<file path="src/rtl/alu_pkg.sv">
// alu_pkg: shared types for the pipelined ALU.
//   op_e    - 3-bit operation select
//   flags_t - status flags carried alongside each result
package alu_pkg;

    localparam int OPW = 3;

    typedef enum logic [OPW-1:0] {
        OP_ADD  = 3'b000,
        OP_SUB  = 3'b001,
        OP_AND  = 3'b010,
        OP_OR   = 3'b011,
        OP_XOR  = 3'b100,
        OP_ACC  = 3'b101,
        OP_LDA  = 3'b110,
        OP_PASS = 3'b111
    } op_e;

    typedef struct packed {
        logic carry;
        logic zero;
        logic overflow;
    } flags_t;

endpackage

</file>
<file path="src/rtl/alu_pipe_core.sv">
// alu_core: purely combinational ALU datapath.
//   a, b    - operands (a = i1, b = i2)
//   acc     - current accumulator value
//   op      - operation select
//   result  - operation result
//   flags   - carry/borrow, zero, signed overflow
//   acc_we  - op writes its result into the accumulator (ACC, LDA)
module alu_core
    import alu_pkg::*;
#(
    parameter int WIDTH = 8
) (
    input  logic [WIDTH-1:0] a,
    input  logic [WIDTH-1:0] b,
    input  logic [WIDTH-1:0] acc,
    input  op_e              op,
    output logic [WIDTH-1:0] result,
    output flags_t           flags,
    output logic             acc_we
);

    // One extra bit so the top bit is the carry (add) or borrow (sub).
    logic [WIDTH:0] sum_ab;
    logic [WIDTH:0] diff_ab;
    logic [WIDTH:0] sum_acc;

    assign sum_ab  = {1'b0, a} + {1'b0, b};
    assign diff_ab = {1'b0, a} - {1'b0, b};
    assign sum_acc = {1'b0, acc} + {1'b0, a};

    always_comb begin
        result = '0;
        flags  = '0;
        acc_we = 1'b0;
        case (op)
            OP_ADD: begin
                result         = sum_ab[WIDTH-1:0];
                flags.carry    = sum_ab[WIDTH];
                flags.overflow = (a[WIDTH-1] == b[WIDTH-1]) &&
                                 (sum_ab[WIDTH-1] != a[WIDTH-1]);
            end
            OP_SUB: begin
                result         = diff_ab[WIDTH-1:0];
                flags.carry    = diff_ab[WIDTH];
                flags.overflow = (a[WIDTH-1] != b[WIDTH-1]) &&
                                 (diff_ab[WIDTH-1] != a[WIDTH-1]);
            end
            OP_AND: result = a & b;
            OP_OR:  result = a | b;
            OP_XOR: result = a ^ b;
            OP_ACC: begin
                result         = sum_acc[WIDTH-1:0];
                flags.carry    = sum_acc[WIDTH];
                flags.overflow = (acc[WIDTH-1] == a[WIDTH-1]) &&
                                 (sum_acc[WIDTH-1] != acc[WIDTH-1]);
                acc_we         = 1'b1;
            end
            OP_LDA: begin
                result = a;
                acc_we = 1'b1;
            end
            OP_PASS: result = acc;
            default: result = '0;
        endcase
        flags.zero = (result == '0);
    end

endmodule

</file>
<file path="src/rtl/alu_pipe.sv">
// alu_pipe: two-stage valid/ready ALU pipeline with an accumulator.
//   clk, rst            - clock, async active-high reset
//   in_valid/in_ready   - operation handshake (i1, i2, opcode)
//   out_valid/out_ready - result handshake (o1, carry, zero, overflow)
//   acc                 - current accumulator value
// S1 holds operands, S2 holds result + flags. The accumulator is updated
// as an op moves S1->S2, so the next op in S1 always sees a current acc.
module alu_pipe
    import alu_pkg::*;
#(
    parameter int WIDTH = 8
) (
    input  logic             clk,
    input  logic             rst,
    input  logic             in_valid,
    output logic             in_ready,
    input  logic [WIDTH-1:0] i1,
    input  logic [WIDTH-1:0] i2,
    input  logic [OPW-1:0]   opcode,
    output logic             out_valid,
    input  logic             out_ready,
    output logic [WIDTH-1:0] o1,
    output logic             carry,
    output logic             zero,
    output logic             overflow,
    output logic [WIDTH-1:0] acc
);

    logic             s1_valid_q, s1_valid_d;
    logic [WIDTH-1:0] s1_a_q, s1_a_d;
    logic [WIDTH-1:0] s1_b_q, s1_b_d;
    op_e              s1_op_q, s1_op_d;
    logic             s2_valid_q, s2_valid_d;
    logic [WIDTH-1:0] s2_res_q, s2_res_d;
    flags_t           s2_flags_q, s2_flags_d;
    logic [WIDTH-1:0] acc_q, acc_d;

    logic             s2_ready;
    logic             accept;
    logic             s1_move;
    logic [WIDTH-1:0] core_res;
    flags_t           core_flags;
    logic             core_acc_we;

    alu_core #(.WIDTH(WIDTH)) u_core (
        .a      (s1_a_q),
        .b      (s1_b_q),
        .acc    (acc_q),
        .op     (s1_op_q),
        .result (core_res),
        .flags  (core_flags),
        .acc_we (core_acc_we)
    );

    // No skid buffer: in_ready depends combinationally on out_ready.
    assign s2_ready = !s2_valid_q || out_ready;
    assign in_ready = !s1_valid_q || s2_ready;
    assign accept   = in_valid && in_ready;
    assign s1_move  = s1_valid_q && s2_ready;

    always_comb begin
        s1_valid_d = s1_valid_q;
        s1_a_d     = s1_a_q;
        s1_b_d     = s1_b_q;
        s1_op_d    = s1_op_q;
        s2_valid_d = s2_valid_q;
        s2_res_d   = s2_res_q;
        s2_flags_d = s2_flags_q;
        acc_d      = acc_q;

        // S2 either takes S1's op or drains; otherwise it holds while stalled.
        if (s2_ready) begin
            s2_valid_d = s1_valid_q;
            if (s1_valid_q) begin
                s2_res_d   = core_res;
                s2_flags_d = core_flags;
                if (core_acc_we) acc_d = core_res;
            end
        end

        if (s1_move) s1_valid_d = 1'b0;
        if (accept) begin
            s1_valid_d = 1'b1;
            s1_a_d     = i1;
            s1_b_d     = i2;
            s1_op_d    = op_e'(opcode);
        end
    end

    always_ff @(posedge clk or posedge rst) begin
        if (rst) begin
            s1_valid_q <= 1'b0;
            s1_a_q     <= '0;
            s1_b_q     <= '0;
            s1_op_q    <= OP_ADD;
            s2_valid_q <= 1'b0;
            s2_res_q   <= '0;
            s2_flags_q <= '0;
            acc_q      <= '0;
        end else begin
            s1_valid_q <= s1_valid_d;
            s1_a_q     <= s1_a_d;
            s1_b_q     <= s1_b_d;
            s1_op_q    <= s1_op_d;
            s2_valid_q <= s2_valid_d;
            s2_res_q   <= s2_res_d;
            s2_flags_q <= s2_flags_d;
            acc_q      <= acc_d;
        end
    end

    assign out_valid = s2_valid_q;
    assign o1        = s2_res_q;
    assign carry     = s2_flags_q.carry;
    assign zero      = s2_flags_q.zero;
    assign overflow  = s2_flags_q.overflow;
    assign acc       = acc_q;

endmodule

</file>
<file path="config.mk">
export PLATFORM = sky130hd
export DESIGN_NAME = alu_pipe
export DESIGN_NICKNAME = d
export VERILOG_FILES = /design/src/rtl/alu_pkg.sv /design/src/rtl/alu_pipe_core.sv /design/src/rtl/alu_pipe.sv
export SDC_FILE = /design/constraint.sdc
export NUM_CORES = 1
export LEC_CHECK = 0
export BUFFER_PORTS_ARGS = -buffer_cell sky130_fd_sc_hd__buf_4
export CAP_MARGIN = 20
export CORE_ASPECT_RATIO = 1.25
export CORE_UTILIZATION = 59
export DETAILED_ROUTE_END_ITERATION = 7
export PLACE_DENSITY = 0.81
export SYNTH_ARGS = -nofsm -noshare
export SYNTH_HDL_FRONTEND = slang
export SYNTH_SLANG_ARGS = --single-unit
export TNS_END_PERCENT = 30
</file>
<file path="constraint.sdc">
create_clock -name clk -period 3 [get_ports clk]
set_input_delay 0 -clock clk [delete_from_list [all_inputs] [get_ports clk]]
set_output_delay 0 -clock clk [all_outputs]
set_load 0.01 [all_outputs]
</file>
# == Yosys cells after proc, flatten, opt, wreduce, memory -nomap -nowiden ==
# Cells that the tools add are included.
# word_totals
word_cells,50
in_bits,23
register_bits,40
output_inout_bits,21
# classes
n_reduce_logical,15
bitwise_logic,3
mux,6
eq_ne,13
add_sub_neg,3
# ops
op,count
$pmux 8 s8,1
$add 8x8->9,2
$eq 3x3->1 const B,4
$sub 8x8->9,1
$and 8x8->8,1
$logic_not 8->1,1
$or 8x8->8,1
$xor 8x8->8,1
$eq 3x2->1 const B,2
$pmux 1 s3,2
$logic_and 1x1->1,5
$ne 1x1->1,4
$eq 3x1->1 const B,1
$logic_not 3->1,1
$mux 1,3
$reduce_and 3->1,1
$eq 1x1->1,2
$logic_not 1->1,2
$logic_or 1x1->1,2
$reduce_and 2->1,1
$reduce_bool 2->1,1
$reduce_or 2->1,1

# == Logic depth before layout (Yosys ltp) ==
# Gate-level depths: netlist of run 1.
# logic_depth
depth_word,5
mapped_depth,10
depth_no_buf,10

# == Cells and area by module ==
# Synthesis of run 1 repeated with hierarchy kept, for this count alone.
# hier_totals
cells_unflattened,339
hier_area_um2,3300.7
# by_module_without_submodules
module,area_per_inst_um2,seq_area_each_um2,cells_per_inst,instances
alu_core,1741.7,0.0,250,1
alu_pipe,1559.0,1001.0,89,1

# == Worst setup path after synthesis of run 1 ==
# Ideal clock, no wire load.
# synth_timing
path_type,register -> register
from,reg s1_a_q[1]
to,"reg s2_flags_q, in the netlist zero"
required_time_ns,2.897
stages_incl_launch_ff,10
setup_time_ns,0.103
slack_ns,0.461
t_arrival_ns,2.435
path_buffers,0
period_less_slack_ns,2.539
path_cell_list,dfrtp_1 inv_1 ha_1 a21o_1 a211o_1 a2111oi_0 nor3_1 mux2i_1 nor3_1 o41ai_2
# synth_via
elab_chain_cells,3
elab_cells_between_ends,8
classes_between,add/sub: 3; mux: 1; bitwise: 3; reduce/logical: 1
# synth_rtl
element,line_no,source
"start, declared",alu_pipe.sv:30,"logic [WIDTH-1:0] s1_a_q, s1_a_d;"
"start signal, assigned",alu_pipe.sv:93,s1_a_q <= '0;
"start signal, assigned",alu_pipe.sv:102,s1_a_q <= s1_a_d;
"$add 8x8->9, or another cell as far along",alu_pipe_core.sv:29,"assign sum_acc = {1'b0, acc} + {1'b0, a};"
$pmux 8 s8 (*),alu_pipe_core.sv:35,case (op)
$logic_not 8->1 (*),alu_pipe_core.sv:65,flags.zero = (result == '0);
"end signal, assigned",alu_pipe.sv:107,s2_flags_q <= s2_flags_d;
"end, declared",alu_pipe.sv:35,"flags_t s2_flags_q, s2_flags_d;"
# Mark *: on every way between the ends. The rest lies on a longest branch, timed or not.
# A chain may end at the register's enable or synchronous reset.

# == Final worst setup path of run 1 ==
# layout_timing
from,reg s1_a_q[5]
to,"reg s2_flags_q, in the netlist zero"
# The elaborated chain is that of the path after synthesis.

==> results of run 1 <==
[worst register-to-register path, cell delays in order (launching register included)]
cell and delay [ns]:
dfrtp_1 0.43, inv_1 0.08, ha_1 0.40, nor3_1 0.35, o31ai_1 0.13, a31o_2 0.30, and2_1 0.17, a2111oi_2 0.36
nor3_2 0.12, o41ai_2 0.36
[placed cells by master (no fill, tap or decap), types with 4 or more instances in the layout]
master,netlist,layout
clkbuf_8,0,6
o31ai_1,4,4
o21ai_0,10,10
buf_4,2,55
dfrtp_1,40,40
nor2_1,17,17
nand2b_1,8,8
a21oi_1,10,10
a31oi_1,5,5
nor2b_1,5,5
ha_1,32,32
a221oi_1,4,4
dlygate4sd3_1,0,21
mux2i_1,7,7
mux4_2,5,5
nand2_1,33,33
nand3b_1,4,4
mux2_2,25,25
inv_1,29,29
nor3_1,14,13
nand3_1,4,4
o22ai_1,5,5
o21ai_1,10,10
[power groups by stage]
stage	Sequential (uW)	Clock, uW	Combinational, uW
floorplan	867	0	1120
global placement	858	0	1640
finish	860	478	1740
CTS	856	480	1700
global route	881	496	1900
detailed placement	867	0	1660
[what timing repair did]
item | CTS | global route
hold buffers | 21 | 0
gates resized for setup | 0 | 1
hold endpoints to repair | 60 | 0
setup endpoints to repair | 0 | 3
buffers inserted | 0 | 0
[cell families (layout without fill, tap and decap cells)]
family	after synthesis	in the layout	share of synthesized area [%]
buffers and inverters	46	115	5.97
muxes	38	38	14.5
AOI/OAI and AO/OA	82	82	18.3
xor gates and xnor gates	5	5	1.33
and+or+nand+nor	102	102	15.6
DFF	40	40	30.4
adders and majority gates	35	35	14.0
[path summary, 6_finish.rpt]
check / endpoint / slack, ns / depth (start not counted)
worst max-delay path: zero / 0.21 / 9
worst max register to register: zero / 0.21 / 9
max in group asynchronous: s1_b_q[1] / 2.25 / 4
min in group asynchronous: o1[6] / 0.40 / 4
worst min-delay path: s1_valid_q / 0.03 / 3
worst min register to register: o1[2] / 0.48 / 2
[routing by layer]
metal	global-route usage, %	up-vias
met4	19.5	0
met3	5.78	41
li1	-	1389
met1	43.9	1477
met2	53.5	137
met5	0	-
[area by class of cell]
class                      count  area, sq um  share of cell area (%)
clock buffer                   6         82.6                    2.04
clock inverter                 2         38.8                   0.960
inverter                      31          116                    2.88
multi-input combinational    262         2100                    51.9
sequential                    40         1000                    24.8
tap                           64         80.1                    1.98
timing repair buffer          76          623                    15.4
[registers in the layout, summed over array words and instances (netlist names)]
name,cells
s1_valid_q,1
carry,1
overflow,1
s1_b_q,8
s1_a_q,8
o1,8
acc,8
s1_op_q,3
zero,1
out_valid,1
[stage by stage]
stage | setup slack [ns] | utilization (%)
floorplan | 0.461 | -
global placement | 0.359 | 68.5
detailed placement | 0.260 | 68.5
CTS | 0.261 | 74.6
global route | 0.0156 | 74.7
finish | 0.210 | 74.7
==> reports/results.ini, run 1 <==
[run_status]
outcome = completed

[yosys]
synthCells = 348
yosys-top-cells-count = dfrtp_1, nand2_1, ha_1
synth_top_area_share_pct = 30.4
yosysTopAreaCell = dfrtp_1
ys_warn_count = 0
synth.distinct_cells = 67
syn-num-nets = 406
synthFlopType = dfrtp_1
ys_seq_elements = 40
synth-edff-count = 0
ys_seq_area_share_pct = 30.4
async_flop_share_pct = 100
synth_area_sq_um = 3290
synthTopCellsByArea = dfrtp_1, ha_1, mux2_2, nand2_1, mux4_2
synth.most_common_cell = dfrtp_1
avgSynthCellArea_sq_um = 9.45

[worst_setup_path]
slowest_stage = dfrtp_1
cp.required_ns = 3.20
cp.arrival_ns = 2.99
cp-end-kind = flip-flop
crit_family = compound AO/OA/AOI/OAI gates
crit_chain = inv_1 -> ha_1 -> nor3_1 -> o31ai_1 -> a31o_2 -> and2_1 -> a2111oi_2 -> nor3_2 -> o41ai_2
cp-start-kind = flip-flop
max_stage_delay_ns = 0.43
r2r_start = s1_a_q[5]
cp-startpoint = s1_a_q[5]
worstPathMaxFanout = 6
crit_buf_inv = 1
path_class = flip-flop to flip-flop

[pwr]
p_comb_share_pct = 56.6
p_clk_share_pct = 15.5
total_power_uw = 3080
p_per_area_nw_per_um2 = 763
p_sw_uw = 1320
internal-power_uw = 1760
p_leak_uw = 0.00190
vdd_drop_max_v = 0.000457
seqPwrFrac_pct = 27.9
p_sw_share_pct = 42.7

[drt]
wl_per_cell_um = 19.0
drtAntennaViolNets = 0
wirelength_mm = 9.15
drt_iter0_drc = 213
drc = 0
num_vias = 3044
met2_length_mm = 4.32
met3WireLength_um = 498
drt-met1-wl_mm = 3.77
maxUsedRoutingLayer = met4
via_per_inst = 6.33
drt-pass1-iter-count = 6

[clocking]
cts_tree = built
cts.reportedPaths.clkPinSlew_ns = 0.09
cts.sinks = 40
numCtsBuffers = 5
htreeDepth = 2
cts_buffer_depth = 2
cts_root_buf = clkbuf_8
clk_latency_ns = 0.30

[sta]
slew_headroom_pct = 40.4
fin_crit_sh_pct = 93.0
worst_pin_slew_ns = 0.891
finalHoldViolCount = 0
period_needed_ns = 2.79
setup_viol = 0
fmax_ghz = 0.358
rsz0062_at_grt = no
timing.hold.ws_ns = 0.0293
final-max-slew-violation-count = 0
finClkSkew_ns = 0.00600
fin_setup_tns_ns = 0

[floorplan]
core_area_sq_um = 5410
initial_utilization_pct = 60.9
io-pin-count = 44
die_w_um = 68.8
fp-row-count = 30
dieHeight_um = 85.5
die-area_sq_um = 5880

[min_path]
min_path_type = input port to flip-flop
min_from = out_ready

[global_routing]
overflow = 0
grt_pass1_wl_mm = 14.6
grt_max_degree = 41
grtUsageTotal_pct = 34.3
grt_pass1_vias = 2927
antenna_found_initial = 0

[cells_and_area]
antenna_cells = 0
fill_cells = 397
fin_cells = 481
final_layout_size_suffix_gt1_share_pct = 25.7
nets = 474
synthToLayoutAreaGrowth_pct = 22.8
fin_area_sq_um = 4040

[place]
dp.cells = 452
place.gp.congestion = 0.939
io_buffers = 43
dpl_cell_area_sq_um = 3700
dpl.hpwl_mm = 6.54

[run]
drv_cap = 0

No activity file was read; power rests on OpenSTA's default activity.
==> inputs of run 2 (changes only) <==
--- a/config.mk
+++ b/config.mk
@@ -10,7 +10,9 @@
 export CORE_ASPECT_RATIO = 1.25
 export CORE_UTILIZATION = 59
 export DETAILED_ROUTE_END_ITERATION = 7
+export HOLD_SLACK_MARGIN = 0.15
 export PLACE_DENSITY = 0.81
+export SKIP_CTS_REPAIR_TIMING = 1
 export SYNTH_ARGS = -nofsm -noshare
 export SYNTH_HDL_FRONTEND = slang
 export SYNTH_SLANG_ARGS = --single-unit
==> run 2 against run 1 <==
  * Register-to-register slack better by 0.02 ns
  * Design area up 0.50%
  * Sequential power about the same
  * Count of clock-buffer cells in the layout did not move
  * Sequential cell count stayed put
  * Cell count rose by 0.42%
  * Via count is 1.8% lower
  * Clock skew shrank 0.0010 ns
==> reports/results.ini, run 2 (same netlist as run 1, synthesis figures left out) <==
[run_status]
outcome = completed

[worst_setup_path]
worstReg2RegEnd = zero
path_class = flip-flop to flip-flop
slowest_stage = dfrtp_1
cp-start-kind = flip-flop
worstPathMaxFanout = 5
r2r_slack_ns = 0.23
crit_chain = inv_1 -> ha_1 -> a21o_1 -> a211o_1 -> a2111oi_0 -> nor3_1 -> mux2i_1 -> nor3_2 -> o41ai_2
cp-startpoint = s1_b_q[1]
max_stage_delay_ns = 0.47
cp.arrival_ns = 2.97
r2r_cells = 9
cp-end-kind = flip-flop
cp.required_ns = 3.20
crit_path_end = zero
r2r_start = s1_b_q[1]

[cells_and_area]
register_area_sq_um = 1000
final_layout_size_suffix_gt1_share_pct = 25.5
multi_input_area_sq_um = 2100
final_common_cell = buf_4
mostFrequentLayoutCells = buf_4, dfrtp_1, nand2_1, ha_1, inv_1
nets = 476
antenna_cells = 0
synthToLayoutAreaGrowth_pct = 23.4
fin_util_pct = 75.1
fill_cells = 386
fin_cells = 483

[global_routing]
grtUsageMet1_pct = 42.2
grtUsageTotal_pct = 31.8
overflow = 0
grt-busiest-layer = met2
grt_pass1_wl_mm = 13.6
antenna_found_initial = 0
use_met3_pct = 3.76
grt_max_degree = 41
use_met2_pct = 49.1
grt_pass1_vias = 2757

[floorplan]
io-pin-count = 44
die_w_um = 68.8
initial_utilization_pct = 60.9
die-area_sq_um = 5880
core_area_sq_um = 5410
dieHeight_um = 85.5
fp-row-count = 30

[drt]
drt-pass1-iter-count = 5
wl_per_cell_um = 18.7
drtAntennaViolNets = 0
wirelength_mm = 9.03
via_per_inst = 6.19
drc = 0
num_vias = 2988
drt_iter0_drc = 213

[pwr]
p_sw_uw = 1300
p_sw_share_pct = 42.4
p_per_area_nw_per_um2 = 755
seqPwrFrac_pct = 28.0
internal-power_uw = 1760
vdd_drop_max_v = 0.000492
p_comb_share_pct = 56.5
p_clk_share_pct = 15.5
p_leak_uw = 0.00191

[run]
drv_cap = 0

[clocking]
cts.reportedPaths.clkPinSlew_ns = 0.08
cts_buffer_depth = 2
cts_tree = built
clk_latency_ns = 0.30
htreeDepth = 2
numCtsBuffers = 5
cts.sinks = 40
cts_root_buf = clkbuf_8

[min_path]
min_path_type = input port to async pin

[sta]
fmax_ghz = 0.361
final-max-slew-violation-count = 0
fin_crit_sh_pct = 92.5
setup_viol = 0
period_needed_ns = 2.77
slew_headroom_pct = 40.8
finClkSkew_ns = 0.00501
rsz0062_at_grt = no
finalHoldViolCount = 0
worst_pin_slew_ns = 0.885
fin_setup_tns_ns = 0

[place]
dpl.hpwl_mm = 6.54
dp.cells = 452
place.gp.congestion = 0.939
io_buffers = 43

-- run 2: changes by cell type in the layout (fill, tap and decap cells not counted), sizes merged --
cell         before  now
dlygate4sd3      21   23
-- run 2: worst max-delay path, delay by kind of cell (launching register included) --
kind | cells | cell delay [ns]
AO/OA/AOI/OAI | 4 | 1.29
flip-flops | 1 | 0.47
adder cells (fa/ha/maj) | 1 | 0.33
AND/OR/NAND/NOR | 2 | 0.27
multiplexers | 1 | 0.22
buffers and inverters | 1 | 0.10
-- run 2: final cells by class --
cell class	count	area share [%]
multi-input cells	262	51.7
flip-flops and latches	40	24.7
repair buffers	78	15.8
inverters	31	2.87
clock buffers	6	2.03
well taps	64	1.97
clock inverters	2	0.956
-- run 2: power by group through the flow --
| stage | registers [uW] | logic (uW) | clock network, uW |
|---|---|---|---|
| floorplan | 867 | 1120 | 0 |
| finish | 859 | 1730 | 475 |
| detailed placement | 867 | 1660 | 0 |
| global placement | 858 | 1640 | 0 |
| CTS | 856 | 1680 | 480 |
| global route | 880 | 1890 | 493 |
-- run 2: routing by layer --
metal / part of all wire (%) / up-vias
met5: 0 / -
met1: 42 / 1446
met2: 48 / 115
met4: 5.0 / 0
met3: 5.0 / 33
li1: - / 1394
-- run 2: how the worst min path moves through the flow --
stage             start          to  depth (start not counted)
6_report            rst  s1_valid_q                          4
5_1_grt             rst       o1[2]                          4
4_1_cts             rst       o1[2]                          3
3_5_place_dp        rst  s1_valid_q                          3
3_3_place_gp        rst  s1_valid_q                          3
2_1_floorplan  in_valid  s1_valid_q                          1
-- run 2: through the flow --
stage          hold WS [ns]  cell area [sq um]  setup slack [ns]  power (uW)
2_1_floorplan         0.108               3290             0.461        1990
3_3_place_gp          0.149               3700             0.359        2490
3_5_place_dp          0.163               3700             0.260        2530
4_1_cts              -0.159               3820             0.261        3010
5_1_grt               0.451               4060            0.0201        3260
6_report              0.403               4060             0.226        3060
==> inputs of run 3 (changes only) <==
--- a/config.mk
+++ b/config.mk
@@ -15,5 +15,6 @@
 export SKIP_CTS_REPAIR_TIMING = 1
 export SYNTH_ARGS = -nofsm -noshare
 export SYNTH_HDL_FRONTEND = slang
+export SYNTH_HIERARCHICAL = 1
 export SYNTH_SLANG_ARGS = --single-unit
 export TNS_END_PERCENT = 30
==> run 3 against run 2 <==
  * The run now ends with design-rule violations left
  * Total power rose by 8.0%
  * Fmax shrank 4.0%
  * Non-clock buffer count rose by 10
  * Via count rose by 2.3%
  * Die area rose by 0.34%
  * Setup slack lost 0.11 ns
  * Routed wire length is 7.6% higher
  * Highest routed layer unchanged
==> reports/results.ini, run 3 <==
[global_routing]
overflow = 0
grt_max_degree = 41
grtUsageTotal_pct = 32.4
grt_pass1_vias = 2861
antenna_found_initial = 0
grt_pass1_wl_mm = 14.2

[floorplan]
dieHeight_um = 85.6
fp-row-count = 30
die_w_um = 68.9
io-pin-count = 44
die-area_sq_um = 5900
core_area_sq_um = 5410
initial_utilization_pct = 61.1

[yosys]
synth.most_common_cell = dfrtp_1
async_flop_share_pct = 100
ys_warn_count = 6
synth-edff-count = 0
ys_seq_elements = 40
synth_area_sq_um = 3300
synthTopCellsByArea = dfrtp_1, ha_1, mux2_2, mux2_4, inv_1
synth_top_area_share_pct = 30.3
yosys-top-cells-count = dfrtp_1, ha_1, inv_1
yosysTopAreaCell = dfrtp_1
ys_seq_area_share_pct = 30.3
synthCells = 339
avgSynthCellArea_sq_um = 9.74
synth.distinct_cells = 64
synthFlopType = dfrtp_1
syn-num-nets = 397

[place]
place.gp.congestion = 0.937
dpl.hpwl_mm = 6.47
dp_worst_setup_slack_ns = -0.0440
io_buffers = 43
dpl_cell_area_sq_um = 3760

[worst_setup_path]
cp.required_ns = 3.24
cp-startpoint = s1_a_q[1]
r2r_slack_ns = 0.11
cp.arrival_ns = 3.13
crit_path_end = zero
path_class = flip-flop to flip-flop
r2r_cells = 11
r2r_start = s1_a_q[1]
cp-start-kind = flip-flop
worstPathMaxFanout = 4
cp-end-kind = flip-flop
worstReg2RegEnd = zero

[pwr]
p_leak_uw = 0.00197
total_power_uw = 3310
p_per_area_nw_per_um2 = 787
vdd_drop_max_v = 0.000597

[cells_and_area]
mostFrequentLayoutCells = buf_4, dfrtp_1, mux2_2, inv_1, ha_1
fin_area_sq_um = 4200
fill_cells = 345
final_common_cell = buf_4
multi_input_area_sq_um = 2160
register_area_sq_um = 1000
nets = 478
antenna_cells = 0
synthToLayoutAreaGrowth_pct = 27.3
final_layout_size_suffix_gt1_share_pct = 32.8

[sta]
worst_pin_slew_ns = 0.520
fin_setup_tns_ns = 0
setup_viol = 0
finalHoldViolCount = 0
rsz0062_at_grt = no
finClkSkew_ns = 0.00984
worst_slack_ns = 0.111
final-max-slew-violation-count = 0
fin_crit_sh_pct = 96.3
slew_headroom_pct = 65.3
fmax_ghz = 0.346
timing.hold.ws_ns = 0.191
period_needed_ns = 2.89

[drt]
num_vias = 3058
drtAntennaViolNets = 0
wl_per_cell_um = 20.0
via_per_inst = 6.31
wirelength_mm = 9.72
drc = 1
drt_iter0_drc = 262
drt-pass1-iter-count = 7

[clocking]
htreeDepth = 2
numCtsBuffers = 5
cts_buffer_depth = 2
cts.sinks = 40
clk_latency_ns = 0.30
cts.reportedPaths.clkPinSlew_ns = 0.09
cts_tree = built
cts_root_buf = clkbuf_8

[run_status]
violations = design-rule violations
outcome = finished with violations

[min_path]
min_path_type = input port to flip-flop
worstHoldPathCells = 3

[run]
drv_cap = 0

run 3: worst min path at each step:
stage | to | slack [ns] | startpoint
after floorplan | s1_valid_q | 0.11 | in_valid
after global placement | s1_b_q[1] | 0.15 | rst
after detailed placement | s1_b_q[0] | 0.18 | rst
after CTS | s1_b_q[2] | -0.14 | rst
after global routing | out_valid | 0.20 | out_ready
final | out_valid | 0.19 | out_ready
run 3: through the flow:
stage / util (%) / std cells
floorplan: - / 339
global placement: 69.6 / 450
detailed placement: 69.6 / 450
CTS: 71.7 / 458
global route: 77.8 / 485
finish: 77.8 / 485
run 3: cell families after synthesis:
kind of cell               count (synthesis)  synth area share, %
xor gates and xnor gates                   8                 2.12
muxes                                     40                 14.9
and+or+nand+nor                           90                 14.4
DFF                                       40                 30.3
adders and majority gates                 35                 13.9
buffers and inverters                     45                 6.22
AOI/OAI and AO/OA                         81                 18.2
run 3: layout make-up:
type	instances	share of cell area [%]
Timing Repair Buffer	88	17.3
Clock buffer	5	1.64
Clock inverter	3	1.01
Inverter	31	2.77
Sequential cell	40	23.8
Tap cell	64	1.91
Multi-Input combinational cell	254	51.5
run 3: worst max-delay path, cell delays in order, from the launching register on:
cell and delay [ns]:
dfrtp_1 0.41, inv_2 0.10, ha_1 0.35, nor2_1 0.18, nor2_1 0.10, o41ai_2 0.36, nor2_1 0.11, a221o_1 0.31
a221o_1 0.37, nor3_1 0.13, nor4bb_2 0.23, mux2_2 0.18
run 3: per-layer routing:
metal	vias to the layer above	GRT usage (%)	part of all wire, %	wire length [um]
met4	0	8.72	3.8	369
met2	158	51.4	49	4750
met5	-	0	0	0
li1	1372	-	-	-
met1	1486	44.8	41	3940
met3	42	5.98	6.9	667
run 3: where the power goes:
part           internal [uW]  total (uW)  switching (uW)
sequential               695         876             180
combinational            967        1970            1010
clock                    247         457             211
